File: config.mk
export PLATFORM = sky130hd
export DESIGN_NAME = instruction_fetch_unit
export DESIGN_NICKNAME = d
export VERILOG_FILES = /design/src/rtl/instruction_fetch_unit.sv
export SDC_FILE = /design/constraint.sdc
export NUM_CORES = 1
export LEC_CHECK = 0
export BUFFER_PORTS_ARGS = -buffer_cell sky130_fd_sc_hd__buf_2
export CORE_ASPECT_RATIO = 0.5
export CORE_MARGIN = 3
export CORE_UTILIZATION = 50
export CTS_CLUSTER_SIZE = 24
export DETAILED_ROUTE_END_ITERATION = 10
export HOLD_SLACK_MARGIN = 0.12
export PLACE_DENSITY = 0.75
export SLEW_MARGIN = 15
export SYNTH_ARGS = -nofsm -noshare
export SYNTH_HDL_FRONTEND = slang
export SYNTH_SLANG_ARGS = --single-unit
File: constraint.sdc
create_clock -name CLK -period 3.9 [get_ports CLK]
set_input_delay 0.39 -clock CLK [delete_from_list [all_inputs] [get_ports CLK]]
set_output_delay 0.39 -clock CLK [all_outputs]
set_load 0.03 [all_outputs]
File: src/rtl/instruction_fetch_unit.sv
// Instruction fetch stage: one outstanding instruction-memory read at a time, with
// results delivered to the decoder through a small address-tagged FIFO that FLUSH clears.
module instruction_fetch_unit #(
    parameter int unsigned WORD_SIZE   = 19,
    parameter int unsigned QUEUE_DEPTH = 2
) (
    input  logic                 CLK,
    input  logic                 RST,
    input  logic [WORD_SIZE-1:0] pc_addr,
    input  logic                 pc_valid,
    output logic                 pc_ready,
    output logic                 mem_req,
    output logic [WORD_SIZE-1:0] mem_addr,
    input  logic                 mem_gnt,
    input  logic                 mem_rvalid,
    input  logic [WORD_SIZE-1:0] mem_rdata,
    output logic                 instr_valid,
    input  logic                 instr_ready,
    output logic [WORD_SIZE-1:0] instr_data,
    output logic [WORD_SIZE-1:0] instr_pc,
    input  logic                 FLUSH
);

    localparam int unsigned PW = (QUEUE_DEPTH > 1) ? $clog2(QUEUE_DEPTH) : 1;
    localparam int unsigned CW = $clog2(QUEUE_DEPTH + 1);
    localparam logic [CW-1:0] FULL_CNT = CW'(QUEUE_DEPTH);

    typedef enum logic [1:0] {
        IDLE,
        REQ,
        WAIT,
        DISCARD
    } state_t;

    state_t               state_q, state_d;
    logic [WORD_SIZE-1:0] addr_q, addr_d;
    logic [WORD_SIZE-1:0] data_q [QUEUE_DEPTH];
    logic [WORD_SIZE-1:0] pc_q   [QUEUE_DEPTH];
    logic [PW-1:0]        wr_ptr_q, wr_ptr_d;
    logic [PW-1:0]        rd_ptr_q, rd_ptr_d;
    logic [CW-1:0]        count_q, count_d;
    logic                 push;
    logic                 pop;

    // Issue only with room for the reply; at most one read is ever in flight.
    assign pc_ready    = (state_q == IDLE) && (count_q < FULL_CNT) && !FLUSH && !RST;
    assign mem_req     = (state_q == REQ);
    assign mem_addr    = addr_q;
    assign instr_valid = (count_q != '0);
    assign instr_data  = data_q[rd_ptr_q];
    assign instr_pc    = pc_q[rd_ptr_q];
    assign pop         = instr_valid && instr_ready;

    always_comb begin
        state_d = state_q;
        addr_d  = addr_q;
        push    = 1'b0;
        unique case (state_q)
            IDLE: begin
                if (pc_valid && pc_ready) begin
                    addr_d  = pc_addr;
                    state_d = REQ;
                end
            end
            REQ: begin
                // A grant coinciding with FLUSH still owes a response that must be dropped.
                if (FLUSH) begin
                    if (mem_gnt) state_d = DISCARD;
                    else         state_d = IDLE;
                end else if (mem_gnt) begin
                    state_d = WAIT;
                end
            end
            WAIT: begin
                if (mem_rvalid) begin
                    push    = !FLUSH;
                    state_d = IDLE;
                end else if (FLUSH) begin
                    state_d = DISCARD;
                end
            end
            DISCARD: begin
                if (mem_rvalid) state_d = IDLE;
            end
            default: state_d = IDLE;
        endcase
    end

    always_comb begin
        wr_ptr_d = wr_ptr_q;
        rd_ptr_d = rd_ptr_q;
        count_d  = count_q;
        if (FLUSH) begin
            wr_ptr_d = '0;
            rd_ptr_d = '0;
            count_d  = '0;
        end else begin
            if (push) wr_ptr_d = wr_ptr_q + PW'(1);
            if (pop)  rd_ptr_d = rd_ptr_q + PW'(1);
            if (push && !pop)      count_d = count_q + CW'(1);
            else if (pop && !push) count_d = count_q - CW'(1);
        end
    end

    always_ff @(posedge CLK or posedge RST) begin
        if (RST) begin
            state_q  <= IDLE;
            addr_q   <= '0;
            wr_ptr_q <= '0;
            rd_ptr_q <= '0;
            count_q  <= '0;
        end else begin
            state_q  <= state_d;
            addr_q   <= addr_d;
            wr_ptr_q <= wr_ptr_d;
            rd_ptr_q <= rd_ptr_d;
            count_q  <= count_d;
        end
    end

    always_ff @(posedge CLK or posedge RST) begin
        if (RST) begin
            for (int unsigned i = 0; i < QUEUE_DEPTH; i++) begin
                data_q[i] <= '0;
                pc_q[i]   <= '0;
            end
        end else if (push) begin
            data_q[wr_ptr_q] <= mem_rdata;
            pc_q[wr_ptr_q]   <= addr_q;
        end
    end

endmodule

# [Yosys cells after proc, flatten, opt, wreduce, memory -nomap -nowiden]
# Cells that the tools add are included.
[totals] ff_bits=101 latchBits=0 n_memories=0 elab_cells=72 ramBits=0 in_bits=45 rom_bits=0 out_inout_bits=60
[classes] order_cmp=4 n_reduce_logical=19 n_eq_ne=7 muxes=27 div=0 n_addsub=4 mul=0 bitwise=2 shift=0
[op_table] operator="19-bit two-way mux" count=7
[op_table] operator="38-bit bitwise mux" count=2
[op_table] operator="2-bit two-way mux" count=10
[op_table] operator="19-bit demux with 1-bit select" count=1
[op_table] operator="1-bit logical AND" count=8
[op_table] operator="2-bit one-hot mux with 4 select lines" count=1
[op_table] operator="1-bit two-way mux" count=6
[op_table] operator="2-bit nonzero test" count=3
[op_table] operator="2-bit equality test, second input constant" count=2
[op_table] operator="2-bit >= comparator, second input constant" count=2
[op_table] operator="1-bit logical NOT" count=4
[op_table] operator="1-bit NOT with 2-bit output" count=2
[op_table] operator="4-bit AND reduction" count=1
[op_table] operator="3-bit by 1-bit != test with 1-bit output, second input constant" count=1
[op_table] operator="3-bit != test, second input constant" count=1
[op_table] operator="3-bit nonzero test" count=1
[op_table] operator="1-bit adder, second input constant" count=2
[op_table] operator="2-bit by 1-bit adder with 2-bit output, second input constant" count=1
[op_table] operator="2-bit by 1-bit equality test with 1-bit output, second input constant" count=1
[op_table] operator="2-bit logical NOT" count=1
[op_table] operator="2-bit by 1-bit less-than comparator with 1-bit output, second input constant" count=1
[op_table] operator="2-bit less-than comparator, second input constant" count=1
[op_table] operator="2-bit by 1-bit != test with 1-bit output, second input constant" count=1
[op_table] operator="2-bit != test, second input constant" count=1
[op_table] operator="2 further kinds" count=2

# [Longest topological paths before layout]
[depth] depth_word=8 mapped_depth=5 depth_no_buf=3

# [Worst setup path before layout]
# OpenSTA, ideal clock, no wires.
[synth_path] path_kind="in2reg" start="input port RST" end="register addr_q[10] (netlist: mem_addr[10])" path_slack_ns=0.558 setup_ns=0.125 stages=4 arrival_time_ns=3.217 path_buffers=1 t_required_ns=3.775 cell_sequence="inv_1 > nand3b_4 > buf_6 > mux2_4"
[synth_via] elab_chain_cells=4
[synth_lines] element="from (decl)" line="8" text="input logic RST,"
[synth_lines] element="1-bit logical NOT (no source line)"
[synth_lines] element="1-bit logical AND" line="46" text="assign pc_ready = (state_q == IDLE) && (count_q < FULL_CNT) && !FLUSH && !RST;"
[synth_lines] element="1-bit logical AND" line="60" text="if (pc_valid && pc_ready) begin"
[synth_lines] element="2-bit AND reduction (no source line)"
[synth_lines] element="to (signal assigned)" line="114" text="addr_q <= addr_d;"
[synth_lines] element="to (decl)" line="36" text="logic [WORD_SIZE-1:0] addr_q, addr_d;"
# Every way passes these cells.
# A chain may end at the register's enable or synchronous reset.

# [Final worst setup path]
[layout_path] start="register rd_ptr_q" end="output port instr_pc[16]"
[layout_via] elab_chain_cells=4
[layout_lines] element="from (decl)" line="40" text="logic [PW-1:0] rd_ptr_q, rd_ptr_d;"
[layout_lines] element="from (signal assigned)" line="116" text="rd_ptr_q <= rd_ptr_d;"
[layout_lines] element="1-bit NOT with 2-bit output (implied by the code)" line="51" text="assign instr_pc = pc_q[rd_ptr_q];"
[layout_lines] element="19-bit two-way mux (implied by the code) (3 in series)" line="51"
[layout_lines] element="to (decl)" line="20" text="output logic [WORD_SIZE-1:0] instr_pc,"
# Every way passes these cells. The select of a mux whose other input is x is not followed.

==> impl_results.md <==
- Status: complete, no violations
- Reg area: 2530 µm²
- Reg power frac: 38.2%
- Ports: 105
- Total of warnings raised by yosys: 0
- Max_cap viols: 0
- Sw power: 1.62 mW
- Fraction of layout cells with a size suffix above 1: 68.3%
- Leakage: 2.83 nW
- Placer Congestion: 0.751
- Worst hold path type: in -> reg
- Synth area leader: dfrtp_1
- Final Setup Violations: 0
- Initial antenna violation count: 0
- Syn Area/Cell: 16.2 µm²
- # DRC: 0
- Sequential element share of the synthesized area: 56.2%
- #FFs+latches synth: 101
- Fillcell total: 596
- Syn Inst Count: 278
- Synth area leaders: dfrtp_1, mux2_2, mux2_4
- RSZ-0062 raised after global routing: no
- Dpl hpwl: 5820 µm
- Final antenna-violating net count: 0
- Post-route insts no fill: 500
- Worst setup path class: reg -> out
- Skew-Pair Late Insertion Delay: 0.33 ns
- Largest net degree at the start of global routing: 64
- Drt first pass iters: 4
- IO buf count: 104
- Hold Violations, Final: 0
- CTS Buf Count: 9
- Gr ovfl total: 0
- Bufs on Longest Clock Path: 2
- Busiest grt layer: met2
- Setup tns final: 0 ns
- Antenna diodes: 0
- Worst EP arrival: 1.93 ns
- Clock skew: 0.00529 ns
- Min Tclk post-route: 2.32 ns
- All-Layer GR Usage: 17.7%
- Sw Ratio: 36.3%
- Number of global-route vias before repair: 2880
- Clock slew at reported path FFs: 0.07 ns
- Final non-filler cell area: 5440 µm²
- Cell internal pwr: 2.83 mW
- CTS tree: yes
- Root buf cell: clkbuf_16
- Routed wire per std cell: 17.1 µm
- Die Y-Extent: 73.1 µm
- Dpl cell area: 5090 µm²
- Die area: 10200 µm²
- Synth cell types: 26
- CP Launch Type: flop
- # rows: 23
- DR vias/cell: 5.15
- Initial Utilization: 53.7%
- Met1 Usage GRT: 21.3%
- Comb pwr share: 39.2%
- Top-area cell type share of the netlist area: 56.2%
- VDD IR max: 0.417 mV
- Synthesized area: 4500 µm²
- Final count of pins violating max slew: 0
- Global-route wire length before repair: 14400 µm
- Tcrit/Tclk final: 59.6%
- PwrDens: 818 nW/µm²
- Slew @ Worst Pin: 0.936 ns
- Fmax: 0.430 GHz
- Vias: 2574
- Slew HR: 37.6%
- Final Net Count: 428
- Starting DRT DRC Count: 106
- Die width: 140 µm
- Area grow syn2layout: 20.9%
- CTS resizes: 0
- Sink Count: 101
- Met2 usage: 31.5%
- H-Tree Depth: 3
- Core Footprint: 8370 µm²
- Post-Route Utilization: 64.9%
- Setup crit end kind: output pin
- Multi-input gate area: 1860 µm²
- Post-Place Cells: 483
- Total design power: 4.45 mW
- Worst Path Required: 3.51 ns
- DRT Wirelength: 8530 µm
- Synthesized Nets: 323
- Clock power share: 22.5%
- GR met3 Demand/Resource: 5.37%
- Crit path max fanout: 39
-- placed cells by master, fill, tap and decap left out --
cell,instances
dfrtp_1,100
nand3_1,1
clkbuf_1,1
clkinv_2,1
clkbuf_16,9
nor2b_1,3
buf_4,4
a21boi_0,1
nor4bb_1,1
mux2i_1,1
buf_2,104
mux2_4,39
xor2_1,2
o221a_2,1
xnor2_1,1
nor2_1,4
or2_2,1
clkinvlp_4,1
mux2_2,95
inv_4,1
or3b_2,1
nor3_2,1
a31oi_1,1
or4_1,1
a21o_1,1
o21ai_0,2
dfrtp_2,1
bufinv_16,3
nand2_1,2
clkinv_4,1
dlygate4sd3_1,1
nand3b_4,2
-- critical path, stage by stage, from the launching register on --
cell and delay [ns]:
dfrtp_2 0.98, mux2_2 0.43, buf_2 0.18
-- per-layer routing --
layer  share of wire [%]  vias to the layer above
li1                    -                     1201
met1                  43                     1315
met2                  51                       51
met3                 4.3                        7
met4                0.83                        0
met5                   0                        -
-- power groups by stage --
stage               Sequential, mW  Combinational (mW)  Clock, mW
CTS                           1.70                1.77       1.03
detailed placement            1.72                1.77          0
global placement              1.68                1.73          0
global route                  1.77                1.85       1.08
floorplan                     1.83                1.17          0
finish                        1.70                1.74       1.00
-- registers in the layout, summed over array words and instances (netlist names) --
| name | cells |
|---|---|
| wr_ptr_q | 1 |
| rd_ptr_q | 1 |
| count_q | 2 |
| pc_q | 38 |
| state_q | 2 |
| data_q | 38 |
| mem_addr | 19 |
-- kinds of logic (layout without fill, tap and decap cells) --
logic type / count (synthesis) / count (layout) / share of synthesized area (%)
multiplexers: 135 / 135 / 37.0
AO/OA/AOI/OAI: 6 / 6 / 0.946
AND/OR/NAND/NOR: 17 / 17 / 2.75
buffers and inverters: 16 / 126 / 2.50
flip-flops: 101 / 101 / 56.2
XOR/XNOR: 3 / 3 / 0.584
-- through the flow --
stage / setup slack (ns) / hold WS, ns
after global routing: 1.47 / 0.270
final: 1.58 / 0.283
after floorplan: 0.558 / 0.474
after global placement: 1.72 / 0.457
after CTS: 1.53 / 0.266
after detailed placement: 1.67 / 0.472
-- path summary, 6_finish.rpt --
| kind | from | endpoint | slack, ns | cells after the start |
|---|---|---|---|---|
| max | rd_ptr_q | instr_pc[16] | 1.58 | 2 |
| min | pc_addr[2] | mem_addr[2] | 0.28 | 2 |
| max reg2reg | state_q[0] | pc_q[6] | 1.71 | 4 |
| min reg2reg | pc_q[33] | pc_q[33] | 0.50 | 1 |
| max in group asynchronous | RST | pc_q[16] | 2.10 | 4 |
| min in group asynchronous | RST | data_q[4] | 0.65 | 3 |
-- cell usage after synthesis, drive strengths merged --
library cell  count
nand3b            2
nand3             1
xnor2             1
a21boi            1
nor4bb            1
nor2b             3
or2               1
o221a             1
buf              13
a21o              1
inv               1
o21ai             2
mux2            134
or4               1
nor3              1
xor2              2
clkbuf            2
dfrtp           101
mux2i             1
or3b              1
a31oi             1
nor2              4
nand2             2
-- timing repair --
item	CTS	global route
endpoints found under the hold margin	38	0
hold buffers	1	0
setup buffers	0	0
-- layout make-up --
type | instances | area share [%]
Sequential cell | 101 | 46.5
Inverter | 1 | 0.115
Clock inverter | 6 | 2.05
Tap cell | 112 | 2.58
Clock buffer | 10 | 4.21
Timing Repair Buffer | 109 | 10.3
Multi-Input combinational cell | 161 | 34.3
Power figures use the tool's default switching activity.
